$ cat config.mk
export PLATFORM = sky130hd
export DESIGN_NAME = clock_time_controller
export DESIGN_NICKNAME = d
export VERILOG_FILES = /design/src/rtl/clock_pkg.sv /design/src/rtl/clock_time_controller_bcd_mod_counter.sv /design/src/rtl/clock_time_controller.sv
export SDC_FILE = /design/constraint.sdc
export NUM_CORES = 1
export LEC_CHECK = 0
export BUFFER_PORTS_ARGS = -buffer_cell sky130_fd_sc_hd__buf_2
export CORE_MARGIN = 2
export CORE_UTILIZATION = 65
export CTS_BUF_LIST = sky130_fd_sc_hd__clkbuf_8
export CTS_CLUSTER_DIAMETER = 100
export CTS_CLUSTER_SIZE = 14
export DETAILED_ROUTE_END_ITERATION = 10
export PLACE_DENSITY = 0.85
export SYNTH_ARGS = -nofsm -noshare
export SYNTH_HDL_FRONTEND = slang
export SYNTH_HIERARCHICAL = 1
export SYNTH_SLANG_ARGS = --single-unit
$ cat constraint.sdc
create_clock -name clk -period 8.1 [get_ports clk]
set_clock_uncertainty 0.1 [all_clocks]
set_input_delay 0.405 -clock clk [delete_from_list [all_inputs] [get_ports clk]]
set_output_delay 0.405 -clock clk [all_outputs]
set_load 0.01 [all_outputs]
$ cat src/rtl/clock_pkg.sv
// Shared definitions for the digital clock timekeeping block.
// Mode encodings, display blank code, BCD field limits, BCD step helper.
package clock_pkg;

  typedef enum logic [1:0] {
    MODE_RUN      = 2'd0,
    MODE_SET_HOUR = 2'd1,
    MODE_SET_MIN  = 2'd2,
    MODE_BAD      = 2'd3
  } mode_t;

  localparam logic [3:0] BCD_BLANK = 4'hF;
  localparam logic [7:0] HOUR_MAX  = 8'h23;
  localparam logic [7:0] MIN_MAX   = 8'h59;

  // Two-digit BCD +1 that wraps to 00 after max.
  function automatic logic [7:0] bcd_next(
    input logic [7:0] v,
    input logic [7:0] max
  );
    if (v == max)
      return 8'h00;
    if (v[3:0] == 4'd9)
      return {v[7:4] + 4'd1, 4'd0};
    return {v[7:4], v[3:0] + 4'd1};
  endfunction

endpackage

$ cat src/rtl/clock_time_controller_bcd_mod_counter.sv
// Two-digit BCD modulo counter (00..MAX) with clear and carry.
// Ports: clk, reset, clr, inc in; value[7:0], carry (inc at MAX) out.
module bcd_mod_counter
  import clock_pkg::*;
#(
  parameter logic [7:0] MAX = 8'h59
) (
  input  logic       clk,
  input  logic       reset,
  input  logic       clr,
  input  logic       inc,
  output logic [7:0] value,
  output logic       carry
);

  always_ff @(posedge clk) begin
    if (reset || clr)
      value <= 8'h00;
    else if (inc)
      value <= bcd_next(value, MAX);
  end

  assign carry = inc && (value == MAX);

endmodule

$ cat src/rtl/clock_time_controller.sv
// Clock timekeeping: 1 Hz prescaler, HH:MM:SS BCD time, set-mode FSM.
// Ports: clk, reset, btn_mode, btn_inc in; bcd[15:0], colon_on, mode, tick_1hz out.
module clock_time_controller
  import clock_pkg::*;
#(
  parameter int CLK_HZ = 100_000_000
) (
  input  logic        clk,
  input  logic        reset,
  input  logic        btn_mode,
  input  logic        btn_inc,
  output logic [15:0] bcd,
  output logic        colon_on,
  output logic [1:0]  mode,
  output logic        tick_1hz
);

  localparam int CW = $clog2(CLK_HZ);
  localparam logic [CW-1:0] TC   = CW'(CLK_HZ - 1);
  localparam logic [CW-1:0] HALF = CW'(CLK_HZ / 2);

  mode_t state, state_d;
  logic [CW-1:0] count, count_d;
  logic run, set_hour, set_min, exit_set, phase_hi;
  logic sec_inc, min_inc, hour_inc;
  logic sec_carry, min_carry, hour_carry_unused;
  logic [7:0] sec_v, min_v, hour_v;
  logic [15:0] bcd_d;
  logic colon_d;

  assign run      = (state == MODE_RUN);
  assign set_hour = (state == MODE_SET_HOUR);
  assign set_min  = (state == MODE_SET_MIN);
  // Leaving SET_MIN restarts the second so the user gets a full one.
  assign exit_set = set_min && btn_mode;
  assign phase_hi = (count < HALF);

  always_comb begin
    count_d = count + CW'(1);
    if (exit_set || count == TC)
      count_d = '0;
  end

  // tick mirrors count==TC in the same cycle, hence the look-ahead.
  always_ff @(posedge clk) begin
    if (reset) begin
      count    <= '0;
      tick_1hz <= 1'b0;
    end else begin
      count    <= count_d;
      tick_1hz <= (count_d == TC);
    end
  end

  always_ff @(posedge clk) begin
    if (reset)
      state <= MODE_RUN;
    else
      state <= state_d;
  end

  always_comb begin
    state_d = state;
    unique case (state)
      MODE_RUN:      if (btn_mode) state_d = MODE_SET_HOUR;
      MODE_SET_HOUR: if (btn_mode) state_d = MODE_SET_MIN;
      MODE_SET_MIN:  if (btn_mode) state_d = MODE_RUN;
      MODE_BAD:      state_d = MODE_RUN;
    endcase
  end

  // A mode press in the same cycle swallows the increment.
  assign sec_inc  = run && tick_1hz;
  assign min_inc  = run ? sec_carry
                        : (set_min && btn_inc && !btn_mode);
  assign hour_inc = run ? min_carry
                        : (set_hour && btn_inc && !btn_mode);

  bcd_mod_counter #(.MAX(MIN_MAX)) u_sec (
    .clk   (clk),
    .reset (reset),
    .clr   (exit_set),
    .inc   (sec_inc),
    .value (sec_v),
    .carry (sec_carry)
  );

  bcd_mod_counter #(.MAX(MIN_MAX)) u_min (
    .clk   (clk),
    .reset (reset),
    .clr   (1'b0),
    .inc   (min_inc),
    .value (min_v),
    .carry (min_carry)
  );

  bcd_mod_counter #(.MAX(HOUR_MAX)) u_hour (
    .clk   (clk),
    .reset (reset),
    .clr   (1'b0),
    .inc   (hour_inc),
    .value (hour_v),
    .carry (hour_carry_unused)
  );

  always_comb begin
    bcd_d   = {hour_v, min_v};
    colon_d = 1'b1;
    unique case (1'b1)
      run:
        colon_d = phase_hi;
      set_hour:
        if (!phase_hi) bcd_d[15:8] = {BCD_BLANK, BCD_BLANK};
      set_min:
        if (!phase_hi) bcd_d[7:0] = {BCD_BLANK, BCD_BLANK};
      default: ;
    endcase
  end

  always_ff @(posedge clk) begin
    if (reset) begin
      bcd      <= 16'h0000;
      colon_on <= 1'b1;
    end else begin
      bcd      <= bcd_d;
      colon_on <= colon_d;
    end
  end

  assign mode = state;

endmodule

==> results of run 1 <==
-- stage by stage --
stage | hold WS (ns) | total power [mW] | area [µm²] | util [%]
final | 0.308 | 0.729 | 3990 | 73.4
after global placement | 0.356 | 0.382 | 3730 | 68.7
after global routing | 0.324 | 0.752 | 3990 | 73.4
after detailed placement | 0.359 | 0.382 | 3730 | 68.7
after floorplan | 0.337 | 0.377 | 3640 | -
after CTS | 0.296 | 0.734 | 3990 | 73.4
-- critical path, stage by stage, from the launching register on --
cell      delay (ns)
dfxtp_1         0.41
nor3b_1         0.73
nand4b_4        0.22
nor3_1          0.20
mux2i_1         0.10
nor2_1          0.36
nand4b_4        0.19
nor3_1          0.17
mux2i_1         0.10
nor2_1          0.52
nand4b_2        0.24
or3_1           0.40
a21oi_1         0.14
-- routing by layer --
| metal | vias up | share of wire (%) | track usage (%) |
|---|---|---|---|
| met4 | 0 | 3.3 | 16.0 |
| li1 | 1494 | - | - |
| met2 | 88 | 47 | 41.2 |
| met3 | 25 | 4.9 | 5.17 |
| met1 | 1429 | 45 | 34.2 |
| met5 | - | 0 | 0 |
-- sequential cells by signal (all words and copies together) (netlist names) --
register / count
count: 27
colon_on: 1
mode: 2
u_min/value: 8
u_sec/value: 8
u_hour/value: 8
bcd: 16
tick_1hz: 1
-- worst min path at each step --
stage | startpoint | to | cells past startpoint
3_5_place_dp | u_sec/value[7]$_SDFFE_PP0P_ | u_sec/value[7]$_SDFFE_PP0P_ | 2
6_report | btn_mode | mode[0]$_SDFFE_PP0P_ | 3
2_1_floorplan | count[0]$_SDFF_PP0_ | count[0]$_SDFF_PP0_ | 1
3_3_place_gp | u_sec/value[7]$_SDFFE_PP0P_ | u_sec/value[7]$_SDFFE_PP0P_ | 2
5_1_grt | btn_mode | mode[0]$_SDFFE_PP0P_ | 3
4_1_cts | btn_mode | mode[0]$_SDFFE_PP0P_ | 3
-- area by class of cell --
| type | instances | area share (%) |
|---|---|---|
| tap | 72 | 2.26 |
| clock inverter | 5 | 2.60 |
| clock buffer | 11 | 3.79 |
| sequential | 71 | 35.6 |
| inverter | 25 | 2.35 |
| multi-input combinational | 297 | 50.3 |
| timing repair buffer | 24 | 3.07 |
-- power groups by stage --
stage | Sequential [mW] | Combinational, mW | Clock (mW)
2_1_floorplan | 0.361 | 0.0154 | 0
3_3_place_gp | 0.363 | 0.0186 | 0
3_5_place_dp | 0.363 | 0.0188 | 0
4_1_cts | 0.355 | 0.0192 | 0.360
5_1_grt | 0.356 | 0.0215 | 0.374
6_report | 0.355 | 0.0192 | 0.355
==> results.cfg, run 1 <==
[cells_and_area]
final_common_cell = dfxtp_1
syn_to_final_growth_pct = 10.1
final_cell_mix = dfxtp_1, nor2_1, o21ai_0
multi_input_area_um2 = 2010
ff_latch_area_um2 = 1420
nFillCells = 414
fin_nets = 441
diodes = 0
drive_gt1_share_pct = 14.1
fin_cells = 505

[floorplanning]
io_pins = 24
die_area_um2 = 6190
start_util_pct = 66.6
num_rows = 27
die_x_um = 78.7
core_um2 = 5440
die_h_um = 78.7

[detailed_routing]
drc = 0
drt_iter0_drc = 141
antenna_left = 0
vias = 3036
drtPass1Iterations = 4
via_per_inst = 6.01
wirelength_mm = 7.71
wl_per_cell_um = 15.3

[setup_path]
rr_startpoint = mode[1]$_SDFFE_PP0P_
reg2reg_to = u_hour/value[7]$_SDFFE_PP0P_
reg2reg_slack_ns = 4.14
cp-endpoint = u_hour/value[7]$_SDFFE_PP0P_
worstSetupPathType = flip-flop to flip-flop
setup.worst_path.end_class = flip-flop
cp-start-kind = flip-flop
startpoint = mode[1]$_SDFFE_PP0P_
reg2reg_depth = 12
cp_max_fo = 11
critPathRequiredTime_ns = 8.28
worstPathArrival_ns = 4.14

[outcome]
status = finished, final reports clean

[clock_network]
ctsHoldBuffers = 0
post-cts-setup-buffer-count = 0
ctsLongestPathBuffers = 2
cts.sinks = 71
cts_tree = done
clk_latency_ns = 0.35
cts_root_buffer = clkbuf_8
ctsResizeCount = 0
cts_buffers = 9
clk_pin_slew_ns = 0.08
cts.htree.levels = 3

[power]
swShare_pct = 20.6
clkPwrFrac_pct = 48.7
power_frac_seq_pct = 48.7
p_int_mw = 0.579
p_per_area_nw_per_um2 = 183
pwr-share-comb_pct = 2.6
power_switching_mw = 0.150
vdd_ir_drop_max_uv = 160
leakage_nw = 1.50

[timing]
worst_pin_slew_ns = 0.952
setup_violations = 0
fmax_ghz = 0.253
rsz0062_at_grt = false
hold_viol = 0
timing.final.crit_period_ns = 3.96
post-route-period-util_pct = 48.8
setup_ws_ns = 4.14
slew_headroom_pct = 36.4
slew_viol_final = 0
fin_tns_setup_ns = 0

[yosys]
yosys_warnings = 6
synth_cells = 414
netlist_area_um2 = 3620
syn_area_per_cell_um2 = 8.76

[grt]
grt_overflow_total = 0
grt_pass1_wl_mm = 13.0
antenna_found_initial = 0
grt_util_all_layers_pct = 26.6
grt_max_degree = 19
grt_pass1_vias = 2812

[placement]
dp.cells = 489
io_buffers = 23
place_hpwl_mm = 5.08
gp_congestion = 0.843
post-place-ws_ns = 4.33

[hold_path]
hold_path_class = primary input to flip-flop

[run]
cap_violations = 0
Note: power is estimated with default switching activity, not from simulation.
==> run 2: changes to the inputs <==
Settings changed: CORE_UTILIZATION 65 to 57, PLACE_DENSITY 0.85 to 0.79.
Clock period 8.1 ns to 3.4 ns, I/O delays scaled along.
==> results.cfg, run 2 (synthesis results as in run 1) <==
[grt]
grt_max_degree = 19
grt_util_all_layers_pct = 21.9
grt_overflow_total = 0
grt_pass1_vias = 2714
grt_pass1_wl_mm = 12.4
antenna_found_initial = 0

[clock_network]
clk_pin_slew_ns = 0.07
cts_root_buffer = clkbuf_8
ctsResizeCount = 0
post-cts-setup-buffer-count = 0
cts_tree = done
cts.sinks = 71
ctsLongestPathBuffers = 2
cts_buffers = 9
ctsHoldBuffers = 0
cts.htree.levels = 3
clk_latency_ns = 0.36

[setup_path]
cp_max_fo = 10
critPathRequiredTime_ns = 3.59
setup.worst_path.end_class = flip-flop
cp-start-kind = flip-flop
reg2reg_slack_ns = 0.34
rr_startpoint = mode[1]$_SDFFE_PP0P_
reg2reg_depth = 14
reg2reg_to = u_hour/value[7]$_SDFFE_PP0P_
worstSetupPathType = flip-flop to flip-flop
worstPathArrival_ns = 3.25

[timing]
timing.final.crit_period_ns = 3.06
worst_pin_slew_ns = 0.843
hold_viol = 0
slew_headroom_pct = 43.3
post-route-period-util_pct = 90.1
fin_tns_setup_ns = 0
slew_viol_final = 0
rsz0062_at_grt = false
setup_ws_ns = 0.337
fmax_ghz = 0.326
setup_violations = 0

[cells_and_area]
syn_to_final_growth_pct = 9.98
top_regs = count x27, bcd x16
largest_register = count
final_common_cell = dfxtp_1
diodes = 0
multi_input_area_um2 = 2010
drive_gt1_share_pct = 15.1
ff_latch_area_um2 = 1420
fin_nets = 446
final_cell_mix = dfxtp_1, nor2_1, o21ai_0
largest_reg_flops = 27
nFillCells = 529

[floorplanning]
start_util_pct = 58.1
io_pins = 24
die_area_um2 = 7010
die_h_um = 83.7
core_um2 = 6240
die_x_um = 83.7
num_rows = 29

[detailed_routing]
drt_iter0_drc = 213
vias = 3038
drtPass1Iterations = 4
wl_per_cell_um = 14.4
wirelength_mm = 7.41
via_per_inst = 5.90
drc = 0
antenna_left = 0

[placement]
post-place-ws_ns = 0.390
io_buffers = 23
place_hpwl_mm = 5.11
gp_congestion = 0.879

[run]
cap_violations = 0

[power]
p_per_area_nw_per_um2 = 398
vdd_ir_drop_max_uv = 278
leakage_nw = 1.51

[hold_path]
hold_path_class = primary input to flip-flop
whs_path_depth = 2
whs_endpoint = mode[1]$_SDFFE_PP0P_
hp-start = reset

[outcome]
status = finished, final reports clean
-- run 2: cell count changes in the layout (fill, tap and decap cells not counted) --
cell        delta
buf_4          +5
bufinv_16      -2
clkinv_2       +1
clkinvlp_4     +1
-- run 2: how the worst max path moves through the flow --
stage                               startpoint                            to  slack [ns]  depth (start not counted)
final                     mode[1]$_SDFFE_PP0P_  u_hour/value[7]$_SDFFE_PP0P_        0.34                         14
after global routing       tick_1hz$_SDFF_PP0_  u_hour/value[7]$_SDFFE_PP0P_       0.008                         14
after floorplan           mode[1]$_SDFFE_PP0P_  u_hour/value[7]$_SDFFE_PP0P_        0.17                         14
after global placement    mode[1]$_SDFFE_PP0P_  u_hour/value[7]$_SDFFE_PP0P_        0.43                         14
after CTS                 mode[1]$_SDFFE_PP0P_  u_hour/value[7]$_SDFFE_PP0P_        0.34                         14
after detailed placement  mode[1]$_SDFFE_PP0P_  u_hour/value[7]$_SDFFE_PP0P_        0.39                         14
-- run 2: cell type report --
cell class	count	area share, %
Sequential cell	71	35.7
Inverter	25	2.35
Multi-Input combinational cell	297	50.3
Tap cell	77	2.42
Timing Repair Buffer	29	4.02
Clock buffer	11	3.80
Clock inverter	5	1.41
-- run 2: power breakdown --
part           internal (mW)  switching [mW]
Combinational         0.0195          0.0361
Clock                  0.377           0.314
Sequential             0.837         0.00489
-- run 2: layer usage --
metal  track usage [%]  part of all wire [%]  wire length, µm
met5                 0                     0                0
met4              9.09                   2.0              148
met3              6.43                   5.9              438
met2              33.5                    46             3380
met1              28.9                    46             3440
-- run 2: metrics by stage --
| stage | power [mW] | hold WS, ns | cell area [µm²] | utilization [%] | instances |
|---|---|---|---|---|---|
| final | 1.59 | 0.0864 | 3990 | 63.9 | 515 |
| after global routing | 1.65 | 0.0905 | 3990 | 63.9 | 515 |
| after CTS | 1.60 | 0.0735 | 3990 | 63.9 | 515 |
| after detailed placement | 0.916 | 0.364 | 3780 | 60.5 | 499 |
| after global placement | 0.914 | 0.354 | 3780 | 60.5 | 499 |
| after floorplan | 0.898 | 0.247 | 3640 | - | 417 |
-- run 2: worst max-delay path, cell delays in order (launching register included) --
cell and delay [ns]:
dfxtp_1 0.31, nor3b_1 0.19, buf_4 0.18, nand4b_4 0.16, nor3_1 0.17, mux2i_1 0.09, nor2_1 0.33, nand4b_4 0.20
nor3_1 0.18, mux2i_1 0.10, nor2_1 0.11, buf_4 0.18, nand4b_2 0.18, or3_1 0.38, a21oi_1 0.14
==> run 3: changes to the inputs <==
Settings changed: REMOVE_ABC_BUFFERS set to 1.
==> results.cfg, run 3 (synthesis results as in run 1) <==
[timing]
hold_viol = 0
post-route-period-util_pct = 84.9
slew_headroom_pct = 45.9
rsz0062_at_grt = false
timing.final.crit_period_ns = 2.89
worst_pin_slew_ns = 0.805
fmax_ghz = 0.346
fin_tns_setup_ns = 0
slew_viol_final = 0
setup_violations = 0

[cells_and_area]
top_regs = count x27, bcd x16
largest_register = count
final_common_cell = dfxtp_1
drive_gt1_share_pct = 15.1
syn_to_final_growth_pct = 9.60
final_cell_area_um2 = 3970
fin_nets = 447
final_cell_mix = dfxtp_1, nor2_1, o21ai_0
nFillCells = 527
largest_reg_flops = 27
diodes = 0

[clock_network]
ctsResizeCount = 0
cts_root_buffer = clkbuf_8
cts_tree = done
post-cts-setup-buffer-count = 0
clk_latency_ns = 0.36
ctsHoldBuffers = 0
ctsLongestPathBuffers = 2
cts_buffers = 9
cts.sinks = 71
clk_pin_slew_ns = 0.09
cts.htree.levels = 3

[placement]
gp_congestion = 0.903
place_hpwl_mm = 5.21
dpl_cell_area_um2 = 3790
io_buffers = 23

[floorplanning]
die_h_um = 83.7
die_area_um2 = 7010
io_pins = 24
num_rows = 29
core_um2 = 6240
start_util_pct = 58.1
die_x_um = 83.7

[setup_path]
cp-start-kind = flip-flop
worstPathArrival_ns = 3.07
critPathRequiredTime_ns = 3.59
setup.worst_path.end_class = flip-flop
cp_max_fo = 10
reg2reg_slack_ns = 0.51
worstSetupPathType = flip-flop to flip-flop

[detailed_routing]
via_per_inst = 5.85
drc = 0
wl_per_cell_um = 14.5
wirelength_mm = 7.48
antenna_left = 0
drt_iter0_drc = 214
drtPass1Iterations = 4
vias = 3012

[power]
leakage_nw = 1.50
p_per_area_nw_per_um2 = 392
finalPower_mw = 1.56
vdd_ir_drop_max_uv = 329

[hold_path]
hold_path_class = primary input to flip-flop

[grt]
grt_max_degree = 28
grt_overflow_total = 0
grt_pass1_vias = 2814
grt_pass1_wl_mm = 12.8
antenna_found_initial = 0
grt_util_all_layers_pct = 22.2

[outcome]
status = finished, final reports clean

[run]
cap_violations = 0
-- run 3: layout make-up --
cell class                 count  area, µm²  share of cell area [%]
tap                           77       96.3                    2.43
clock buffer                   9        124                    3.12
sequential                    71       1420                    35.8
clock inverter                 6       62.6                    1.57
timing repair buffer          30        168                    4.22
inverter                      25       93.8                    2.36
multi-input combinational    297       2010                    50.5
-- run 3: worst max-delay path: stages (launching register included) --
cell      delay, ns
dfxtp_1        0.32
nor3b_1        0.18
buf_4          0.18
nand4b_4       0.15
nor3_1         0.16
mux2i_1        0.09
nor2_1         0.22
nand4b_4       0.17
nor3_1         0.18
mux2i_1        0.10
nor2_1         0.10
buf_4          0.17
nand4b_2       0.17
or3_1          0.37
a21oi_1        0.15
-- run 3: layer usage --
layer / wire length (µm) / track usage, % / vias to the layer above
li1: - / - / 1511
met1: 3400 / 28.4 / 1389
met2: 3520 / 35.3 / 99
met3: 406 / 6.03 / 13
met4: 153 / 9.38 / 0
met5: 0 / 0 / -
-- run 3: worst paths after layout --
kind | startpoint | endpoint | cells past startpoint
worst min-delay path | btn_mode | mode[0]$_SDFFE_PP0P_ | 3
worst max register to register | mode[0]$_SDFFE_PP0P_ | u_hour/value[7]$_SDFFE_PP0P_ | 14
worst min register to register | u_sec/value[7]$_SDFFE_PP0P_ | u_sec/value[7]$_SDFFE_PP0P_ | 2
worst max-delay path | mode[0]$_SDFFE_PP0P_ | u_hour/value[7]$_SDFFE_PP0P_ | 14
-- run 3: metrics by stage --
step                setup WS (ns)  hold slack [ns]  std cells  util, %
finish                      0.512           0.0461        515     63.7
global route                0.112           0.0595        515     63.7
CTS                         0.502           0.0469        515     63.7
global placement            0.581            0.354        500     60.7
detailed placement          0.520            0.371        500     60.7
floorplan                   0.103            0.142        393        -
-- run 3: where the power goes --
group / switching, mW / internal, mW
clock: 0.329 / 0.333
combinational: 0.0356 / 0.0187
sequential: 0.00488 / 0.837
total: 0.370 / 1.19
